<file path="config.mk">
export PLATFORM = sky130hd
export DESIGN_NAME = tinker_fetch_queue
export DESIGN_NICKNAME = d
export VERILOG_FILES = /design/src/rtl/tinker_fetch_queue.sv
export SDC_FILE = /design/constraint.sdc
export NUM_CORES = 1
export LEC_CHECK = 0
export ABC_AREA = 1
export BUFFER_PORTS_ARGS = -buffer_cell sky130_fd_sc_hd__buf_2
export CAP_MARGIN = 40
export CORE_ASPECT_RATIO = 0.7
export CORE_MARGIN = 2
export CORE_UTILIZATION = 57
export DETAILED_ROUTE_END_ITERATION = 8
export GPL_TIMING_DRIVEN = 0
export PLACE_DENSITY = 0.78
export SYNTH_ARGS = -nofsm -noshare
export SYNTH_HDL_FRONTEND = slang
export SYNTH_SLANG_ARGS = --single-unit
</file>
<file path="constraint.sdc">
create_clock -name clk -period 9.7 [get_ports clk]
set_clock_uncertainty 0.05 [all_clocks]
set_input_delay 0.485 -clock clk [delete_from_list [all_inputs] [get_ports clk]]
set_output_delay 0.485 -clock clk [all_outputs]
set_load 0.05 [all_outputs]
</file>
<file path="src/rtl/tinker_fetch_queue.sv">
// tinker_fetch_queue
//   Fetch stage for the Tinker core. It owns the PC and issues one instruction read
//   at a time to a variable-latency memory over a req/ack handshake. Fetched words
//   go into a DEPTH-entry prefetch FIFO, which feeds decode over valid/ready. A
//   redirect flushes the FIFO, and any response still in flight is discarded.
//
// Ports
//   clk, reset         clock; asynchronous active-high reset
//   redirect           branch taken this cycle: flush the FIFO and refetch
//   redirect_pc        redirect target; bits [1:0] are ignored (forced to 0)
//   imem_req           registered read request; live in REQ and DROP
//   imem_addr          registered request address; stable while imem_req=1
//   imem_ack           memory accepted the request; imem_rdata is valid this cycle
//   imem_rdata         returned instruction word
//   instr_valid        FIFO head holds an instruction
//   instr, instr_pc    head word and its PC; both 0 when instr_valid=0
//   instr_ready        decode consumes the head when instr_valid & instr_ready
//   fifo_count         number of occupied FIFO entries
module tinker_fetch_queue #(
    parameter int unsigned ADDR_W   = 64,
    parameter int unsigned INSTR_W  = 32,
    parameter int unsigned DEPTH    = 4,
    parameter logic [63:0] RESET_PC = 64'h2000
) (
    input  logic                       clk,
    input  logic                       reset,
    input  logic                       redirect,
    input  logic [ADDR_W-1:0]          redirect_pc,
    output logic                       imem_req,
    output logic [ADDR_W-1:0]          imem_addr,
    input  logic                       imem_ack,
    input  logic [INSTR_W-1:0]         imem_rdata,
    output logic                       instr_valid,
    output logic [INSTR_W-1:0]         instr,
    output logic [ADDR_W-1:0]          instr_pc,
    input  logic                       instr_ready,
    output logic [$clog2(DEPTH+1)-1:0] fifo_count
);

    localparam int unsigned CW = $clog2(DEPTH + 1);
    localparam int unsigned PW = $clog2(DEPTH);

    localparam logic [ADDR_W-1:0] RESET_ADDR = RESET_PC[ADDR_W-1:0];
    localparam logic [ADDR_W-1:0] PC_STEP    = ADDR_W'(4);
    localparam logic [CW-1:0]     DEPTH_C    = CW'(DEPTH);

    typedef enum logic [1:0] {
        IDLE = 2'd0,
        REQ  = 2'd1,
        DROP = 2'd2
    } state_t;

    state_t              state_q;
    state_t              state_d;
    logic [ADDR_W-1:0]   fetch_pc_q;
    logic [ADDR_W-1:0]   fetch_pc_d;
    logic [ADDR_W-1:0]   addr_q;
    logic [ADDR_W-1:0]   addr_d;
    logic                req_q;
    logic                req_d;
    logic [CW-1:0]       count_q;
    logic [CW-1:0]       count_d;
    logic [CW-1:0]       count_after;
    logic [PW-1:0]       wptr_q;
    logic [PW-1:0]       rptr_q;
    logic                push;
    logic                pop;
    logic [ADDR_W-1:0]   redirect_target;

    logic [ADDR_W-1:0]   mem_pc   [DEPTH];
    logic [INSTR_W-1:0]  mem_data [DEPTH];

    // Redirect wins over both push and pop in the same cycle.
    assign push = (state_q == REQ) && imem_ack && !redirect;
    assign pop  = (count_q != '0) && instr_ready && !redirect;

    // Occupancy after this cycle's push/pop, ignoring any flush; used to decide
    // whether another back-to-back request still has room for its response.
    assign count_after = count_q + CW'(push) - CW'(pop);

    assign redirect_target = {redirect_pc[ADDR_W-1:2], 2'b00};

    // ------------------------------------------------------------------
    // State register and datapath registers
    // ------------------------------------------------------------------
    always_ff @(posedge clk or posedge reset) begin
        if (reset) begin
            state_q    <= IDLE;
            fetch_pc_q <= RESET_ADDR;
            addr_q     <= RESET_ADDR;
            req_q      <= 1'b0;
            count_q    <= '0;
            wptr_q     <= '0;
            rptr_q     <= '0;
        end else begin
            state_q    <= state_d;
            fetch_pc_q <= fetch_pc_d;
            addr_q     <= addr_d;
            req_q      <= req_d;
            count_q    <= count_d;
            if (redirect) begin
                wptr_q <= '0;
                rptr_q <= '0;
            end else begin
                if (push) wptr_q <= wptr_q + PW'(1);
                if (pop)  rptr_q <= rptr_q + PW'(1);
            end
        end
    end

    // Storage needs no reset: the head is masked to 0 whenever the FIFO is empty.
    always_ff @(posedge clk) begin
        if (push) begin
            mem_pc[wptr_q]   <= addr_q;
            mem_data[wptr_q] <= imem_rdata;
        end
    end

    // ------------------------------------------------------------------
    // Next-state logic
    // ------------------------------------------------------------------
    always_comb begin
        state_d = state_q;
        unique case (state_q)
            IDLE: begin
                if (!redirect && (count_q < DEPTH_C)) state_d = REQ;
            end
            REQ: begin
                if (redirect)                                  state_d = imem_ack ? IDLE : DROP;
                else if (imem_ack && !(count_after < DEPTH_C)) state_d = IDLE;
            end
            DROP: begin
                // A redirect with no ack keeps waiting for the stale response.
                if (imem_ack) state_d = IDLE;
            end
            default: state_d = IDLE;
        endcase
    end

    // ------------------------------------------------------------------
    // Registered-output / datapath next values
    // ------------------------------------------------------------------
    always_comb begin
        fetch_pc_d = fetch_pc_q;
        addr_d     = addr_q;
        req_d      = (state_d != IDLE);
        count_d    = redirect ? '0 : count_after;
        if (redirect) begin
            fetch_pc_d = redirect_target;
        end else begin
            unique case (state_q)
                IDLE: begin
                    if (state_d == REQ) addr_d = fetch_pc_q;
                end
                REQ: begin
                    if (imem_ack) begin
                        fetch_pc_d = addr_q + PC_STEP;
                        if (state_d == REQ) addr_d = addr_q + PC_STEP;
                    end
                end
                default: ;
            endcase
        end
    end

    assign imem_req    = req_q;
    assign imem_addr   = addr_q;
    assign fifo_count  = count_q;
    assign instr_valid = (count_q != '0);
    assign instr       = instr_valid ? mem_data[rptr_q] : '0;
    assign instr_pc    = instr_valid ? mem_pc[rptr_q]   : '0;

    // Requests only issue when their response has a free slot, so a push never overflows.
    a_no_overflow: assert property (@(posedge clk) disable iff (reset)
        !(push && !pop && (count_q == DEPTH_C)));
    a_count_bound: assert property (@(posedge clk) disable iff (reset)
        count_q <= DEPTH_C);

endmodule

</file>
; Word-level counts from Yosys, hierarchy flattened
; Memories as Yosys holds them, arrays and structs flattened.
; Cells that the tools add are included.
[totals]
mem_count = 2
inputBits = 101
output_inout_bits = 165
mem_bits_rw = 384
elab_cells = 63
ff_bits = 138
[op_classes]
n_eq_ne = 6
add_sub_neg = 5
mux = 22
bitwise = 1
magnitude_cmp = 2
n_reduce_logical = 18
[memory_table]
columns = name, words, width, read_ports, rd_clocked_by_memory_dff, write_ports, line_no
row1 = mem_pc, 4, 64, 1, 0, 1, 70  ; logic [ADDR_W-1:0] mem_pc [DEPTH];
row2 = mem_data, 4, 32, 1, 0, 1, 71  ; logic [INSTR_W-1:0] mem_data [DEPTH];
[op_table]
columns = operator, count
row1 = 64-bit 2-to-1 mux, 7
row2 = 64-bit one-hot mux with 2 select lines, 1
row3 = 64-bit by 3-bit adder with 64-bit output (second input constant), 1
row4 = 32-bit 2-to-1 mux, 1
row5 = 2-bit 2-to-1 mux, 9
row6 = 2-bit nonzero test, 6
row7 = 1-bit logical AND, 6
row8 = 3-bit < comparator (second input constant), 2
row9 = 2-bit one-hot mux with 3 select lines, 1
row10 = 5-bit AND reduction, 1
row11 = 2-bit by 1-bit adder with 2-bit output (second input constant), 2
row12 = 2-bit by 1-bit equality test with 1-bit output (second input constant), 2
row13 = 2-bit != test (second input constant), 2
row14 = 3-bit by 1-bit adder with 3-bit output, 1
row15 = 3-bit 2-to-1 mux, 1
row16 = 3-bit nonzero test, 1
row17 = 3-bit by 1-bit subtractor with 3-bit output, 1
row18 = 2-bit equality test (second input constant), 1
row19 = 1-bit zero test, 2
row20 = 2-bit zero test, 1
row21 = 1-bit 2-to-1 mux, 2
row22 = 2-bit by 1-bit != test with 1-bit output (second input constant), 1
row23 = 2-bit AND reduction, 1
row24 = 1-bit inverter, 1

; Depth between registers and ports, before layout
; Gate-level depths: netlist (run 1).
[logic_depth]
depth_word = 15
mapped_depth = 21
depth_no_buf = 20

; Worst setup path before layout (run 1)
; OpenSTA, ideal clock, no wires.
[synth_path]
path_kind = flip-flop to flip-flop
from = reg state_q[1]
to = mem mem_data[0][0], enable pin
setup_slack_ns = 4.026
period_less_slack_ns = 5.674
stages_incl_launch_ff = 7
arrival_ns = 5.072
setup_ns = 0.552
required_ns = 9.098
n_path_buf = 1
cell_sequence = dfrtp_1 nor2_2 nand2_1 nor2_1 inv_1 buf_1 nor2_1
[synth_via]
elab_chain_cells = 5
[synth_lines]
columns = item, line_no
row1 = start: declaration, 53  ; state_t state_q;
row2 = start signal: assignment, 96  ; state_q <= state_d;
row3 = 2-bit by 1-bit equality test with 1-bit output, 74  ; assign push = (state_q == REQ) && imem_ack && !redirect;
row4 = 1-bit logical AND (2 in a row), 74
row5 = 1-bit 2-to-1 mux, 113  ; if (push) begin
row6 = 1-bit 2-to-1 mux (implied by the code), 115  ; mem_data[wptr_q] <= imem_rdata;
row7 = end: declaration, 71
; Every way passes these cells.

; Final worst setup path (run 1)
[layout_path]
from = reg count_q[1], in the netlist fifo_count[1]
to = reg addr_q[61], in the netlist imem_addr[61]
[layout_via]
elab_chain_cells = 13
elab_cells_between_ends = 18
[layout_lines]
columns = item, line_no
row1 = start: declaration, 61  ; logic [CW-1:0] count_q;
row2 = start signal: assignment, 100  ; count_q <= count_d;
row3 = "parallel branches: the longest is 9 deep, another holds 3-bit by 1-bit adder with 3-bit output", -
row4 = 2-bit one-hot mux with 3 select lines *, 124  ; unique case (state_q)
row5 = via state_d[0], 54  ; state_t state_d;
row6 = 2-bit by 1-bit equality test with 1-bit output *, "153, 158"
row7 = 2-bit != test (no line) / 2-bit by 1-bit != test with 1-bit output (equally long branches), -
row8 = 5-bit AND reduction (no line) *, -
row9 = end signal: assignment, 98  ; addr_q <= addr_d;
row10 = end: declaration, 57  ; logic [ADDR_W-1:0] addr_q;
; Mark *: on every way through the listed nets, which the timed path passes.
; A chain may end at the register's enable or synchronous reset.

==> impl_results.md, run 1 <==
- Status: finished, final reports clean
- Inserted Clock Buffers: 48
- Seq/Total Area, Yosys: 0.634
- Share of flip-flops with an asynchronous set or reset: 0.264
- Die height: 174 um
- Final WS setup: 5920 ps
- Leakage power: 11.4 nW
- Total Power: 9.00 mW
- Final Core Density: 0.673
- F_max: 265 MHz
- Post-synthesis cell area: 23600 um2
- Quantity of gates resized following cts: 0
- Worst slew margin: 0.451
- Initial DRT Pass Iterations: 6
- Final setup fails: 0
- Met3 wire length: 9100 um
- M1 wire length: 29600 um
- Crit-path cells: inv_1 -> nand2_1 -> nor2_1 -> buf_4 -> inv_1 -> nand2_1 -> nor2_1 -> ha_1 -> inv_1 -> ha_1 -> inv_1 -> fa_1 -> inv_1 -> nand2_1 -> nand3_1 -> nand3_1 -> nand2_1 -> nand2_2 -> buf_4 -> nor2_1 -> nand2_1 -> nand2_1
- IO Port Bufs: 263
- Clock Power Share: 0.202
- Place WS: 5540 ps
- CTS Buffer Depth: 3
- Fill cell count: 3144
- Dpl hpwl: 51200 um
- Warnings, synthesis: 0
- Largest fanout on the critical path: 10
- Setup crit end kind: register
- Pins Over Slew Limit: 0
- First-pass GRT wire length: 108000 um
- Clk sinks: 522
- I/O pin cnt: 266
- RD Place Congestion: 1.03
- Vias in the first global route: 18500
- Initial antenna violation count: 3
- Crit path max-delay cell type: dfrtp_1
- Via count: 19700
- Vias per cell: 5.75
- Hold depth: 1
- # nets final: 2949
- Minimum clock period: 3780 ps
- Power per cell area: 327 nW/um2
- Sw Ratio: 0.486
- Post-Route Setup TNS: 0 ps
- Post-synth EDFFs: 384
- RSZ-0062 raised after global routing: no
- Commonest non-fill, non-tap cell in the layout: nand2_1
- Root buf cell: clkbuf_16
- Die Area: 43100 um2
- Placeable Area: 41000 um2
- FF-to-FF setup slack: 5920 ps
- Max rail drop VDD: 0.000326 V
- Worst endpoint required time: 10160 ps
- WS Path Type: register to register
- GRT overflow: 0
- R2R depth: 22
- Non-filler cells, final: 3427
- Final Hold Viols: 0
- Fin crit share: 0.389
- Global-route usage over all layers: 0.336
- Sequential share of power: 0.368
- Avg Inst Size Synth: 9.42 um2
- CP peak stage delay: 430 ps
- Starting DRT DRC Count: 2428
- Max Cap Viol: 0
- Critical Path Source Type: register
- Layout cell share with drive strength beyond 1: 0.154
- CP arrival: 4240 ps
- Critical Path Start: fifo_count[1]$_DFF_PP0_
- WL/cell: 21.1 um
- Worst path most repeated cell: nand2_1
- Worst setup path endpoint: imem_addr[61]$_DFFE_PP0P_
- Row count: 62
- Dpl cells: 3332
- Net Count, Synth: 2617
- Drt total wl: 72300 um
- Combinational power share: 0.430
- Main synth FF type: edfxtp_1
- Clock slew at reported path FFs: 60 ps
- P_sw: 4.37 mW
- P_int: 4.63 mW
- Die W: 247 um
- Seq cells post-synth: 522
- Worst Hold Class: input pin to register
- Starting Density: 0.577
- Post-route ant nets: 0
- Post-CTS setup buffer count: 0
- Max layer used: met4
- Commonest cells after routing, fill and taps aside: nand2_1, nor2_1, edfxtp_1, buf_2, o21ai_0
- DRC viols: 0
- Synth cell types: 41
- Number of hold buffers added after CTS: 1
- Largest net degree at the start of global routing: 90
- Metal2 WL: 31700 um
- Reg-to-Reg Start: fifo_count[1]$_DFF_PP0_
- Clk_lat worst skew: 590 ps
- Area delta synth->final: 16.6%
- RR Endpoint: imem_addr[61]$_DFFE_PP0P_
- CTS tree: built
- # H-tree levels: 2
- Worst Tran Pin Value: 823 ps
- Post-Syn Instances: 2508
==> metal layers <==
metal | vias to the layer above | GRT usage
met5 | - | 0
met4 | 0 | 0.0978
met3 | 132 | 0.0591
met2 | 1231 | 0.496
met1 | 9340 | 0.514
li1 | 8993 | -
==> power by group through the flow <==
stage	Combinational [mW]	Sequential (mW)	Clock, mW
detailed placement	3.81	3.32	0
CTS	3.83	3.28	1.83
floorplan	2.31	3.52	0
global route	4.13	3.33	1.92
global placement	3.73	3.33	0
finish	3.87	3.32	1.82
==> cell type report <==
cell class / instances / area [um2] / share of cell area
clock inverters: 26 / 184 / 0.00668
flip-flops and latches: 522 / 15000 / 0.544
repair buffers: 282 / 1700 / 0.0615
diodes: 4 / 10.0 / 0.000363
clock buffers: 63 / 1320 / 0.0479
inverters: 104 / 395 / 0.0144
well taps: 544 / 681 / 0.0247
plain buffers: 120 / 554 / 0.0201
multi-input cells: 1762 / 7730 / 0.280
==> cells by family (layout without fill, tap and decap cells) <==
kind of cell,count (synthesis),after routing,synth area share
fa+ha+maj,8,8,0.00455
compound gates,347,347,0.0759
flops,522,522,0.634
simple gates,1387,1387,0.237
buf+inv,224,595,0.0400
other cells,0,4,0
mux,2,2,0.000847
xor+xnor,18,18,0.00699
==> cells in the mapped netlist, types with 7 or more instances <==
cell | n | area (um2)
clkbuf_1 | 68 | 255
nand2_2 | 12 | 75.1
nand4_1 | 13 | 81.3
nor2_4 | 8 | 90.1
nand2_1 | 613 | 2300
o21ai_1 | 9 | 45.0
dfrtp_1 | 136 | 3400
xnor2_1 | 8 | 70.1
a21oi_1 | 99 | 495
nor2_2 | 7 | 43.8
xor2_1 | 9 | 78.8
buf_2 | 35 | 175
buf_1 | 8 | 30.0
inv_1 | 99 | 372
edfxtp_1 | 384 | 11500
nand3_1 | 134 | 671
ha_1 | 7 | 87.6
o21ai_0 | 220 | 1100
nor2_1 | 578 | 2170
==> flip-flops by register name, summed over array words and instances (netlist names) <==
name	count
imem_req	1
mem_data	128
mem_pc	256
fifo_count	3
wptr_q	2
fetch_pc_q	64
state_q	2
rptr_q	2
imem_addr	64
==> stage by stage <==
stage	cell area (um2)	hold WS (ps)
after CTS	27500	39.5
after detailed placement	26000	418
after global placement	25600	417
after floorplan	23600	401
after global routing	27500	46.8
final	27600	54.4
==> worst max-delay path, delay by kind of cell, from the launching register on <==
kind / cells / cell delay [ps]
buf+inv: 7 / 790
simple gates: 12 / 1600
flops: 1 / 430
fa+ha+maj: 3 / 820
==> worst min-delay path by stage <==
stage | start | endpoint | slack [ps]
2_1_floorplan | fetch_pc_q[4]$_DFFE_PP0P_ | fetch_pc_q[4]$_DFFE_PP0P_ | 400
3_3_place_gp | fetch_pc_q[4]$_DFFE_PP0P_ | fetch_pc_q[4]$_DFFE_PP0P_ | 420
3_5_place_dp | fetch_pc_q[4]$_DFFE_PP0P_ | fetch_pc_q[4]$_DFFE_PP0P_ | 420
4_1_cts | imem_rdata[25] | mem_data[0][25]$_DFFE_PP_ | 40
5_1_grt | imem_rdata[25] | mem_data[0][25]$_DFFE_PP_ | 50
6_report | imem_rdata[11] | mem_data[3][11]$_DFFE_PP_ | 50
Power figures use the tool's default switching activity.
==> inputs of run 2 (changes only) <==
Settings changed: ABC_AREA 1 to 0.
Clock period 9.7 ns to 3.5 ns, I/O delays scaled along.
==> impl_results.md, run 2 <==
- Avg Inst Size Synth: 14.1 um2 (+50%)
- Largest net degree at the start of global routing: 57 (-37%)
- Vias per cell: 6.16 (+7.1%)
- Total Power: 24.7 mW (+170%)
- Count leader, synth: edfxtp_1
- Layout cell share with drive strength beyond 1: 0.259 (+0.105)
- First-pass GRT wire length: 96500 um (-11%)
- Die Area: 41500 um2 (-3.8%)
- RR Endpoint: fetch_pc_q[60]$_DFFE_PP0P_
- Net Count, Synth: 1716 (-34%)
- Status: finished, final reports clean
- Pins Over Slew Limit: 0 (unchanged)
- Worst endpoint required time: 3860 ps (-6300 ps)
- Register name with the most flops: mem_pc
- Final setup fails: 0 (unchanged)
- Power per cell area: 883 nW/um2 (+170%)
- Warnings, synthesis: 0 (unchanged)
- Dpl cells: 2421 (-27%)
- Minimum clock period: 3400 ps (-376 ps)
- Worst Hold Class: input pin to asynchronous set/reset pin
- CP arrival: 3760 ps (-480 ps)
- GRT overflow: 0 (unchanged)
- Seq cells post-synth: 522 (unchanged)
- CTS tree: built
- Largest fanout on the critical path: 11 (+1)
- Setup crit end kind: register
- Fin crit share: 0.972 (+0.582)
- Final Hold Viols: 0 (unchanged)
- DP Area: 25100 um2 (-3.7%)
- RD Place Congestion: 0.979 (-5.1%)
- Critical Path Source Type: register
- Starting DRT DRC Count: 1984 (-18%)
- WL/cell: 24.8 um (+17%)
- Inserted Clock Buffers: 49 (+2.1%)
- Worst setup path endpoint: fetch_pc_q[60]$_DFFE_PP0P_
- Placeable Area: 39500 um2 (-3.5%)
- Worst Tran Pin Value: 905 ps (+81.4 ps)
- Synth top area share: 0.508 (+0.0196)
- Global-route usage over all layers: 0.314 (-0.0228)
- Main synth FF type: edfxtp_1
- FF-to-FF setup slack: 100 ps (-5820 ps)
- Max Cap Viol: 0 (unchanged)
- WS Path Type: register to register
- CTS Buffer Depth: 3 (unchanged)
- I/O pin cnt: 266 (unchanged)
- Die W: 243 um (-1.9%)
- Worst slew margin: 0.397 (-0.0542)
- Leakage power: 10.2 nW (-11%)
- Share of flip-flops with an asynchronous set or reset: 0.264 (unchanged)
- IO Port Bufs: 263 (unchanged)
- Clk sinks: 522 (unchanged)
- Post-Syn Instances: 1607 (-36%)
- Clock slew at reported path FFs: 70 ps (about the same)
- Finished Cell Area: 28000 um2 (+1.6%)
- Drt total wl: 65000 um (-10%)
- Post-Route Setup TNS: 0 ps (unchanged)
- Post-synthesis cell area: 22700 um2 (-3.9%)
- Largest cells by area after synthesis: edfxtp_1, dfrtp_1, mux4_2, and2_1, nand2_1
- Non-filler cells, final: 2625 (-23%)
- # nets final: 2157 (-27%)
- Place WS: -1270 ps (-6820 ps)
- DRC viols: 0 (unchanged)
- Post-route ant nets: 0 (unchanged)
- Starting Density: 0.575 (-0.00226)
- Vias in the first global route: 16000 (-14%)
- Clk_lat worst skew: 570 ps (-20 ps)
- Initial DRT Pass Iterations: 6 (unchanged)
- Most frequent cells after synthesis: edfxtp_1, nand2_1, dfrtp_1
- Post-synth EDFFs: 384 (unchanged)
- R2R depth: 8 (-64%)
- Dpl hpwl: 42900 um (-16%)
- Commonest non-fill, non-tap cell in the layout: edfxtp_1
- Via count: 16200 (-18%)
- Biggest regs: mem_pc x256, mem_data x128
- Area delta synth->final: 23.2%
- Initial antenna violation count: 2 (-1)
- Reg-to-Reg Start: imem_addr[2]$_DFFE_PP0P_
- F_max: 294 MHz (+11%)
- Synth cell types: 58 (+41%)
- Commonest cells after routing, fill and taps aside: edfxtp_1, buf_2, nand2_1, dfrtp_1, and2_1
- # H-tree levels: 2 (unchanged)
- Final WS setup: 98.5 ps (-5820 ps)
- Root buf cell: clkbuf_16
- Cell taking the most area after synthesis: edfxtp_1
- Row count: 61 (-1.6%)
- Max rail drop VDD: 0.000557 V (+71%)
- Die height: 171 um (-1.9%)
- Seq/Total Area, Yosys: 0.660 (+0.0254)
- Largest register FFs: 256 (unchanged)
- Critical Path Start: imem_addr[2]$_DFFE_PP0P_
run 2: cell count changes in the layout (fill, tap and decap cells not counted), sizes merged, moves of 19 or more:
cell         delta
a2bb2oi        +27
and2          +104
dlygate4sd3    +97
inv            -88
mux4           +96
nand2         -487
nand3          -96
nor2          -511
o21ai         -165
o22ai          +32
xor2           +19
run 2: repair_timing:
| action | CTS | global route |
|---|---|---|
| pin swaps | 7 | 7 |
| resized for setup | 47 | 22 |
| hold buffers | 98 | 0 |
| buffers inserted | 11 | 5 |
| endpoints found under the hold margin | 275 | 0 |
| gates cloned | 0 | 1 |
| endpoints found under the setup margin | 94 | 75 |
run 2: logic make-up (layout without fill, tap and decap cells):
| group | count (synthesis) | count (layout) | share of synthesized area |
|---|---|---|---|
| DFF | 522 | 522 | 0.660 |
| and+or+nand+nor | 494 | 494 | 0.113 |
| AOI/OAI and AO/OA | 292 | 292 | 0.0796 |
| buffers and inverters | 132 | 613 | 0.0230 |
| muxes | 108 | 108 | 0.101 |
| xor gates and xnor gates | 51 | 51 | 0.0197 |
| adders and majority gates | 8 | 8 | 0.00474 |
| other | 0 | 2 | 0 |
run 2: how the worst min path moves through the flow:
stage / end / slack, ps / cells past startpoint
finish: imem_req$_DFF_PP0_ / 130 / 3
global route: imem_req$_DFF_PP0_ / 150 / 3
CTS: imem_req$_DFF_PP0_ / 120 / 3
detailed placement: imem_req$_DFF_PP0_ / 180 / 2
global placement: mem_data[1][26]$_DFFE_PP_ / 340 / 1
floorplan: state_q[1]$_DFF_PP0_ / 200 / 1
run 2: per-stage QoR:
step | util | hold WS, ps
after global routing | 0.708 | 152
after global placement | 0.627 | 336
after detailed placement | 0.634 | 175
after CTS | 0.705 | 121
final | 0.708 | 125
after floorplan | - | 198
run 2: cell type report:
class	count	area (um2)
antenna	2	5.00
clock inverter	21	191
timing repair buffer	394	2720
inverter	18	75.1
tap	535	669
buffer	110	597
clock buffer	70	1390
fill	2717	11500
sequential	522	15000
multi-input combinational	953	7360
run 2: per-layer routing:
metal,share of wire,vias up,global-route usage,wire [um]
met3,0.12,138,0.0915,7560
li1,-,7028,-,-
met4,0.030,0,0.104,1930
met2,0.45,964,0.469,29200
met5,0,-,0,0
met1,0.40,8028,0.447,26300
run 2: power by group:
part	internal, mW	switching, mW	leakage, nW
sequential	7.77	1.24	5.08
combinational	3.27	7.18	4.37
clock	2.98	2.29	0.773
run 2: worst max-delay path, cell delays in order, from the launching register on:
cell and delay, ps:
dfrtp_1 590, ha_1 320, and3_1 180, clkbuf_1 260, nand3_1 470, or4_4 710, or3_1 360, a21oi_1 190
o31ai_1 110
